[config.mk]
export PLATFORM = sky130hd
export DESIGN_NAME = alu_arbiter
export DESIGN_NICKNAME = d
export VERILOG_FILES = /design/src/rtl/alu_arbiter.sv
export SDC_FILE = /design/constraint.sdc
export NUM_CORES = 1
export LEC_CHECK = 0
export ABC_AREA = 0
export BUFFER_PORTS_ARGS = -buffer_cell sky130_fd_sc_hd__buf_4
export CORE_AREA = 4 4 122 124
export CTS_BUF_LIST = sky130_fd_sc_hd__clkbuf_8
export CTS_CLUSTER_DIAMETER = 150
export DETAILED_ROUTE_END_ITERATION = 8
export DIE_AREA = 0 0 126 128
export GPL_ROUTABILITY_DRIVEN = 1
export PLACE_DENSITY = 0.77
export SKIP_LAST_GASP = 1
export SYNTH_ARGS = -nofsm -noshare
export SYNTH_HDL_FRONTEND = slang
export SYNTH_SLANG_ARGS = --single-unit
export TNS_END_PERCENT = 5
[constraint.sdc]
create_clock -name clk -period 1.6 [get_ports clk]
set_input_delay 0.32 -clock clk [delete_from_list [all_inputs] [get_ports clk]]
set_output_delay 0.32 -clock clk [all_outputs]
set_load 0.005 [all_outputs]
[src/rtl/alu_arbiter.sv]
// alu_arbiter: two-requester front end sharing one combinational ALU (IDLE -> EXEC -> RESP).
// Define ALU_ARB_RR_EN for round-robin arbitration; the default build uses fixed priority (req0 wins).
module alu_arbiter #(
  parameter int DATA_W = 32,
  parameter int OP_W   = 6
) (
  input  logic              clk,
  input  logic              nRst,
  input  logic              req0_valid,
  output logic              req0_ready,
  input  logic [DATA_W-1:0] req0_a,
  input  logic [DATA_W-1:0] req0_b,
  input  logic [OP_W-1:0]   req0_op,
  input  logic              req1_valid,
  output logic              req1_ready,
  input  logic [DATA_W-1:0] req1_a,
  input  logic [DATA_W-1:0] req1_b,
  input  logic [OP_W-1:0]   req1_op,
  output logic              rsp0_valid,
  input  logic              rsp0_ready,
  output logic [DATA_W-1:0] rsp0_result,
  output logic              rsp0_negative,
  output logic              rsp0_zero,
  output logic              rsp1_valid,
  input  logic              rsp1_ready,
  output logic [DATA_W-1:0] rsp1_result,
  output logic              rsp1_negative,
  output logic              rsp1_zero,
  output logic [DATA_W-1:0] alu_inputA,
  output logic [DATA_W-1:0] alu_inputB,
  output logic [OP_W-1:0]   alu_aluOP,
  input  logic [DATA_W-1:0] alu_ALUResult,
  input  logic              alu_negative,
  input  logic              alu_zero
);

  typedef enum logic [1:0] {
    IDLE = 2'd0,
    EXEC = 2'd1,
    RESP = 2'd2
  } state_t;

  state_t            state, state_nxt;
  logic              gnt_id;
  logic              accept;
  logic              owner_p0;
  logic [DATA_W-1:0] a_p0, b_p0;
  logic [OP_W-1:0]   op_p0;

`ifdef ALU_ARB_RR_EN
  logic last_grant;

  // Contested grant goes to whoever did not win last; reset value 1 hands the first one to req0.
  always_comb begin
    gnt_id = 1'b0;
    if (req0_valid && req1_valid) gnt_id = ~last_grant;
    else if (req1_valid)          gnt_id = 1'b1;
  end

  always_ff @(posedge clk) begin
    if (!nRst)       last_grant <= 1'b1;
    else if (accept) last_grant <= gnt_id;
  end
`else
  assign gnt_id = req1_valid & ~req0_valid;
`endif

  always_ff @(posedge clk) begin
    if (!nRst) state <= IDLE;
    else       state <= state_nxt;
  end

  // Ready is only offered in IDLE and only to the granted requester, so ready implies acceptance.
  always_comb begin
    state_nxt  = state;
    accept     = 1'b0;
    req0_ready = 1'b0;
    req1_ready = 1'b0;
    rsp0_valid = 1'b0;
    rsp1_valid = 1'b0;
    case (state)
      IDLE: begin
        if (nRst && (req0_valid || req1_valid)) begin
          accept     = 1'b1;
          req0_ready = ~gnt_id;
          req1_ready = gnt_id;
          state_nxt  = EXEC;
        end
      end
      EXEC: state_nxt = RESP;
      RESP: begin
        rsp0_valid = ~owner_p0;
        rsp1_valid = owner_p0;
        if (owner_p0 ? rsp1_ready : rsp0_ready) state_nxt = IDLE;
      end
      default: state_nxt = IDLE;
    endcase
  end

  // Stage p0: operand latch; the ALU only ever sees these registers.
  always_ff @(posedge clk) begin
    if (!nRst) begin
      owner_p0 <= 1'b0;
      a_p0     <= '0;
      b_p0     <= '0;
      op_p0    <= '0;
    end else if (accept) begin
      owner_p0 <= gnt_id;
      a_p0     <= gnt_id ? req1_a  : req0_a;
      b_p0     <= gnt_id ? req1_b  : req0_b;
      op_p0    <= gnt_id ? req1_op : req0_op;
    end
  end

  assign alu_inputA = a_p0;
  assign alu_inputB = b_p0;
  assign alu_aluOP  = op_p0;

  // Stage p1: capture the ALU return into the owner's response registers.
  always_ff @(posedge clk) begin
    if (!nRst) begin
      rsp0_result   <= '0;
      rsp0_negative <= 1'b0;
      rsp0_zero     <= 1'b0;
      rsp1_result   <= '0;
      rsp1_negative <= 1'b0;
      rsp1_zero     <= 1'b0;
    end else if (state == EXEC) begin
      if (owner_p0) begin
        rsp1_result   <= alu_ALUResult;
        rsp1_negative <= alu_negative;
        rsp1_zero     <= alu_zero;
      end else begin
        rsp0_result   <= alu_ALUResult;
        rsp0_negative <= alu_negative;
        rsp0_zero     <= alu_zero;
      end
    end
  end

endmodule

Yosys cells after proc, flatten, opt, wreduce, memory -nomap -nowiden
Index checks and enable logic that the tools add are counted.
{"block": "word_totals", "input_bits": 180, "mem_bits_ro": 0, "latchBits": 0, "mem_bits_rw": 0, "reg_bits": 141, "out_inout_bits": 142, "memories": 0}
{"block": "op_classes", "n_bitwise": 4, "addsub": 0, "n_reduce_logical": 6, "mul": 0, "eq_ne": 4, "div_mod_pow": 0, "n_shift": 0, "n_lt_le_gt_ge": 0, "mux": 15}
{"operator": "$mux 32", "n": 2}
{"operator": "$mux 1", "n": 9}
{"operator": "$mux 6", "n": 1}
{"operator": "$pmux 2 s3", "n": 1}
{"operator": "$reduce_and 2->1", "n": 3}
{"operator": "$mux 2", "n": 2}
{"operator": "$ne 2x2->1 const B", "n": 2}
{"operator": "$not 1->1", "n": 3}
{"operator": "$eq 2x1->1 const B", "n": 1}
{"operator": "$eq 2x2->1 const B", "n": 1}
{"operator": "$logic_not 2->1", "n": 1}
{"operator": "$and 1x1->1", "n": 1}
{"operator": "$logic_and 1x1->1", "n": 1}
{"operator": "$logic_or 1x1->1", "n": 1}

Longest topological paths before layout
{"block": "logic_depth", "word_depth": 5, "depth_mapped": 6, "mapped_depth_nobuf": 3}

Worst setup path before layout
No wires, ideal clock.
{"block": "synth_timing", "kind": "register -> output", "startpoint": "reg state[1]", "endpoint": "out req1_ready", "arrival_ns": 1.179, "n_path_buf": 3, "path_stages_with_launch": 6, "slack_ns": 0.101, "cell_sequence": "dfxtp_1 > buf_6 > or3b_1 > buf_6 > buf_6 > nor2_1"}
{"block": "synth_between", "elab_chain_len": 2}
{"item": "start, declared", "line": "43", "rtl": "state_t state, state_nxt;"}
{"item": "start signal, assigned", "line": "70", "rtl": "else state <= state_nxt;"}
{"item": "$logic_not 2->1", "line": "81", "rtl": "case (state)"}
{"item": "$mux 1", "line": "81"}
{"item": "end, declared", "line": "15", "rtl": "output logic req1_ready,"}
Every way passes these cells.

Worst setup path in the final report
{"block": "layout_timing", "startpoint": "reg state[0]", "endpoint": "out req1_ready"}
The elaborated chain is that of the path after synthesis.

==> summary.txt <==
Final layout
  • Fraction of layout instances using a drive strength above 1: 0.405
  • Area added between synthesis and finish: 53.1%
  • Number of antenna diodes: 0
  • Final standard cell area without fillers: roughly 0.009 mm²
  • Area used by multi-input combinational logic: 0.00279 mm²
  • Fill cell total of the finished layout: 1214
  • Area used by sequential logic in the layout: between 0.002 and 0.003 mm²
  • Post-layout nets: 1123
  • Fin util: 0.655

Drt
  • DR top layer: met4
  • Total via count in the routed design: between 5000 and 6000
  • Length of the first detailed-routing pass in iterations: 4
  • Detailed route wirelength on metal3: approximately 1.6 mm
  • Final wirelength: around 19 mm
  • Remaining number of nets flagged by the antenna check after routing: 0
  • Routed length on met1: 6.88 mm
  • Detailed Route Iter0 Violations: slightly above 300
  • Post-detailed-route DRC marker count: 0
  • Wire per inst: between 15 and 20 µm
  • Detailed-routed wire length on met2: 9.86 mm
  • Vias per std cell: 5.08

Critical path
  • Critical Path Source: state[0]$_SDFFE_PN0P_
  • Worst Path Required: ~1.3 ns
  • Arrival @ worst endpoint: 1.38 ns
  • Maximum fanout count along the critical path: 2
  • Type of origin of the critical path: register
  • Longest individual stage delay on the worst path: roughly 0.41 ns
  • Critical path class: register to primary output
  • Reg-to-reg startpoint: state[0]$_SDFFE_PN0P_
  • Cell with the biggest individual delay on the critical path: or3b_4
  • Critical Path End Type: primary output
  • Cell-by-cell trace of the critical path: or3b_4, nor2_1, buf_4

STA
  • Slew at the pin with the worst max-slew slack: approximately 0.55 ns
  • RSZ-0062 raised after global routing: yes
  • Final sum of negative setup slack: -0.194 ns
  • Final hold violation count: 0
  • Maximum clock rate: 0.589 GHz
  • Count of final max-slew check failures: 0
  • Share of the cycle needed by the critical path after routing: 1.06
  • Minimum period implied by the final worst setup slack: between 1.5 and 2 ns
  • Worst slew margin relative to its limit: 0.630
  • Post-layout worst setup margin: -0.0992 ns
  • Clock Skews: 0.00743 ns
  • Final setup viols: 3

Placed design
  • Instance area after placement: around 0.0086 mm²
  • Post-DP HPWL: about 14 mm
  • Gpl congestion: approximately 0.76
  • DP Worst Slack: -0.0225 ns
  • IO Port Bufs: 321

Synth
  • Post-synthesis cell type with the largest combined area: dfxtp_1
  • Post-Synthesis Mean Instance Area: around 9.3 µm²
  • Most instantiated cells after synthesis: dfxtp_1, nand2_1, mux2i_1
  • Flops & latches, synth: around 140
  • Total nets after synthesis: between 800 and 900
  • Synthesized cell area: around 0.006 mm²
  • Number of synthesis warnings: 0
  • Count of flip-flops with a built-in enable after synthesis: 0
  • Synth Instances: about 640
  • Ys async rst share: 0
  • Part of the Yosys area used for sequential elements: 0.479
  • Most common cell in the synthesized netlist: dfxtp_1
  • Primary FF master, synth: dfxtp_1
  • Area fraction of the dominant cell type after synthesis: 0.479
  • Main area contributors after synthesis: dfxtp_1, mux2i_1, o211ai_1
  • Cell variety after synth: 21

Floorplan
  • Die Span X: 126 µm
  • Number of rows in the core area: 43
  • Die area: roughly 0.016 mm²
  • Core Area: between 0.01 and 0.015 mm²
  • Top Ports: about 320
  • Starting Density: 0.428
  • Vert. Die Dim: 128 µm

Clock tree
  • Clock latency reported for the late side of the worst-skew pair: between 0.4 and 0.5 ns
  • Inserted Clock Buffers: 17
  • Bufs on Longest Clock Path: 2
  • Clock tree root driver cell: clkbuf_8
  • Clk sinks: between 100 and 150
  • Clock-pin slew on the worst setup and hold paths: 0.08 ns
  • # hold bufs at CTS: 0
  • TritonCTS clock tree: yes
  • H-tree levels: 4

Global routing
  • Number of antenna violations at the first check in global routing: 0
  • Number of global-route vias before repair: between 5000 and 6000
  • GRT Residual Overflow: 0
  • First-pass GRT wire length: between 20 and 30 mm
  • Maximum number of pins on one net before global-route repair: around 140
  • GRT Resource Usage Total: 0.226

Pwr
  • Power, Total: 0.00858 W
  • Power per Cell Area: roughly 950 mW/mm²
  • Peak supply drop: between 500 and 600 µV
  • Static leakage: around 4.2 nW

Flow run
  • Number of max-cap violations: 0

Outcome
  • Result of the run: finished with violations
  • Violated checks: setup timing

Worst hold path
  • Launch instance of the worst min-delay path: alu_ALUResult[2]
  • Worst min-delay path class: input port to register
## registers in the layout, indices dropped and copies added, names as in the netlist
| signal | cells |
|---|---|
| alu_aluOP | 6 |
| alu_inputA | 32 |
| alu_inputB | 32 |
| owner_p0 | 1 |
| rsp0_negative | 1 |
| rsp0_result | 32 |
| rsp0_zero | 1 |
| rsp1_negative | 1 |
| rsp1_result | 32 |
| rsp1_zero | 1 |
| state | 2 |
## worst max-delay path: cells and delay by family, from the launching register on
kind,cells,cell delay [ns]
buffers and inverters,1,0.13
flip-flops,1,0.33
AND/OR/NAND/NOR,2,0.51
## worst paths after layout
path	end	cells after the start	slack [ns]
setup / recovery	req1_ready	3	-0.1
hold / removal	rsp0_result[2]$_SDFFE_PN0P_	3	0.14
setup reg to reg	alu_inputB[3]$_SDFFE_PN0P_	5	0.08
hold reg to reg	rsp0_result[15]$_SDFFE_PN0P_	2	0.46
## per-layer routing
layer	vias to the layer above	track usage
met1	2672	0.245
met5	-	0
met3	38	0.0808
li1	2847	-
met4	0	0.0965
met2	213	0.401
## layout make-up
cell class                      count  area share
Tap cell                          180      0.0250
Clock inverter                     14      0.0171
Clock buffer                       18      0.0275
Sequential cell                   141       0.313
Multi-Input combinational cell    433       0.309
Inverter                            1    0.000416
Timing Repair Buffer              349       0.308
## power breakdown
part / internal, W / switching [W]
Sequential: 0.00379 / 0.000156
Combinational: 0.000992 / 0.000759
Clock: 0.00156 / 0.00132
Total: 0.00635 / 0.00224
## placed cells by master, fill, tap and decap left out, types with 4 or more instances in the layout
master      n
mux2i_1    71
clkbuf_8   18
a21boi_0   49
nand2_1   136
clkinv_2    4
buf_12     12
buf_4     335
dfxtp_1   140
o21ai_1    69
inv_1       4
a21boi_1   20
o211ai_1   70
## cell families (layout without fill, tap and decap cells)
group                  count (synthesis)  after routing  synth area share
AO/OA/AOI/OAI                        211            211             0.238
buffers and inverters                 63            382            0.0558
multiplexers                          71             71             0.121
AND/OR/NAND/NOR                      151            151             0.106
flip-flops                           141            141             0.479
## repair_timing
item / CTS / global route
setup endpoints to repair: 4 / 4
buffers inserted: 3 / 0
pin swaps: 4 / 2
gates resized for setup: 3 / 4
## through the flow
| step | instances | hold slack [ns] |
|---|---|---|
| floorplan | 637 | 0.451 |
| global placement | 1101 | 0.441 |
| detailed placement | 1101 | 0.449 |
| global route | 1136 | 0.115 |
| finish | 1136 | 0.144 |
| CTS | 1136 | 0.115 |
Note: power is estimated with default switching activity, not from simulation.
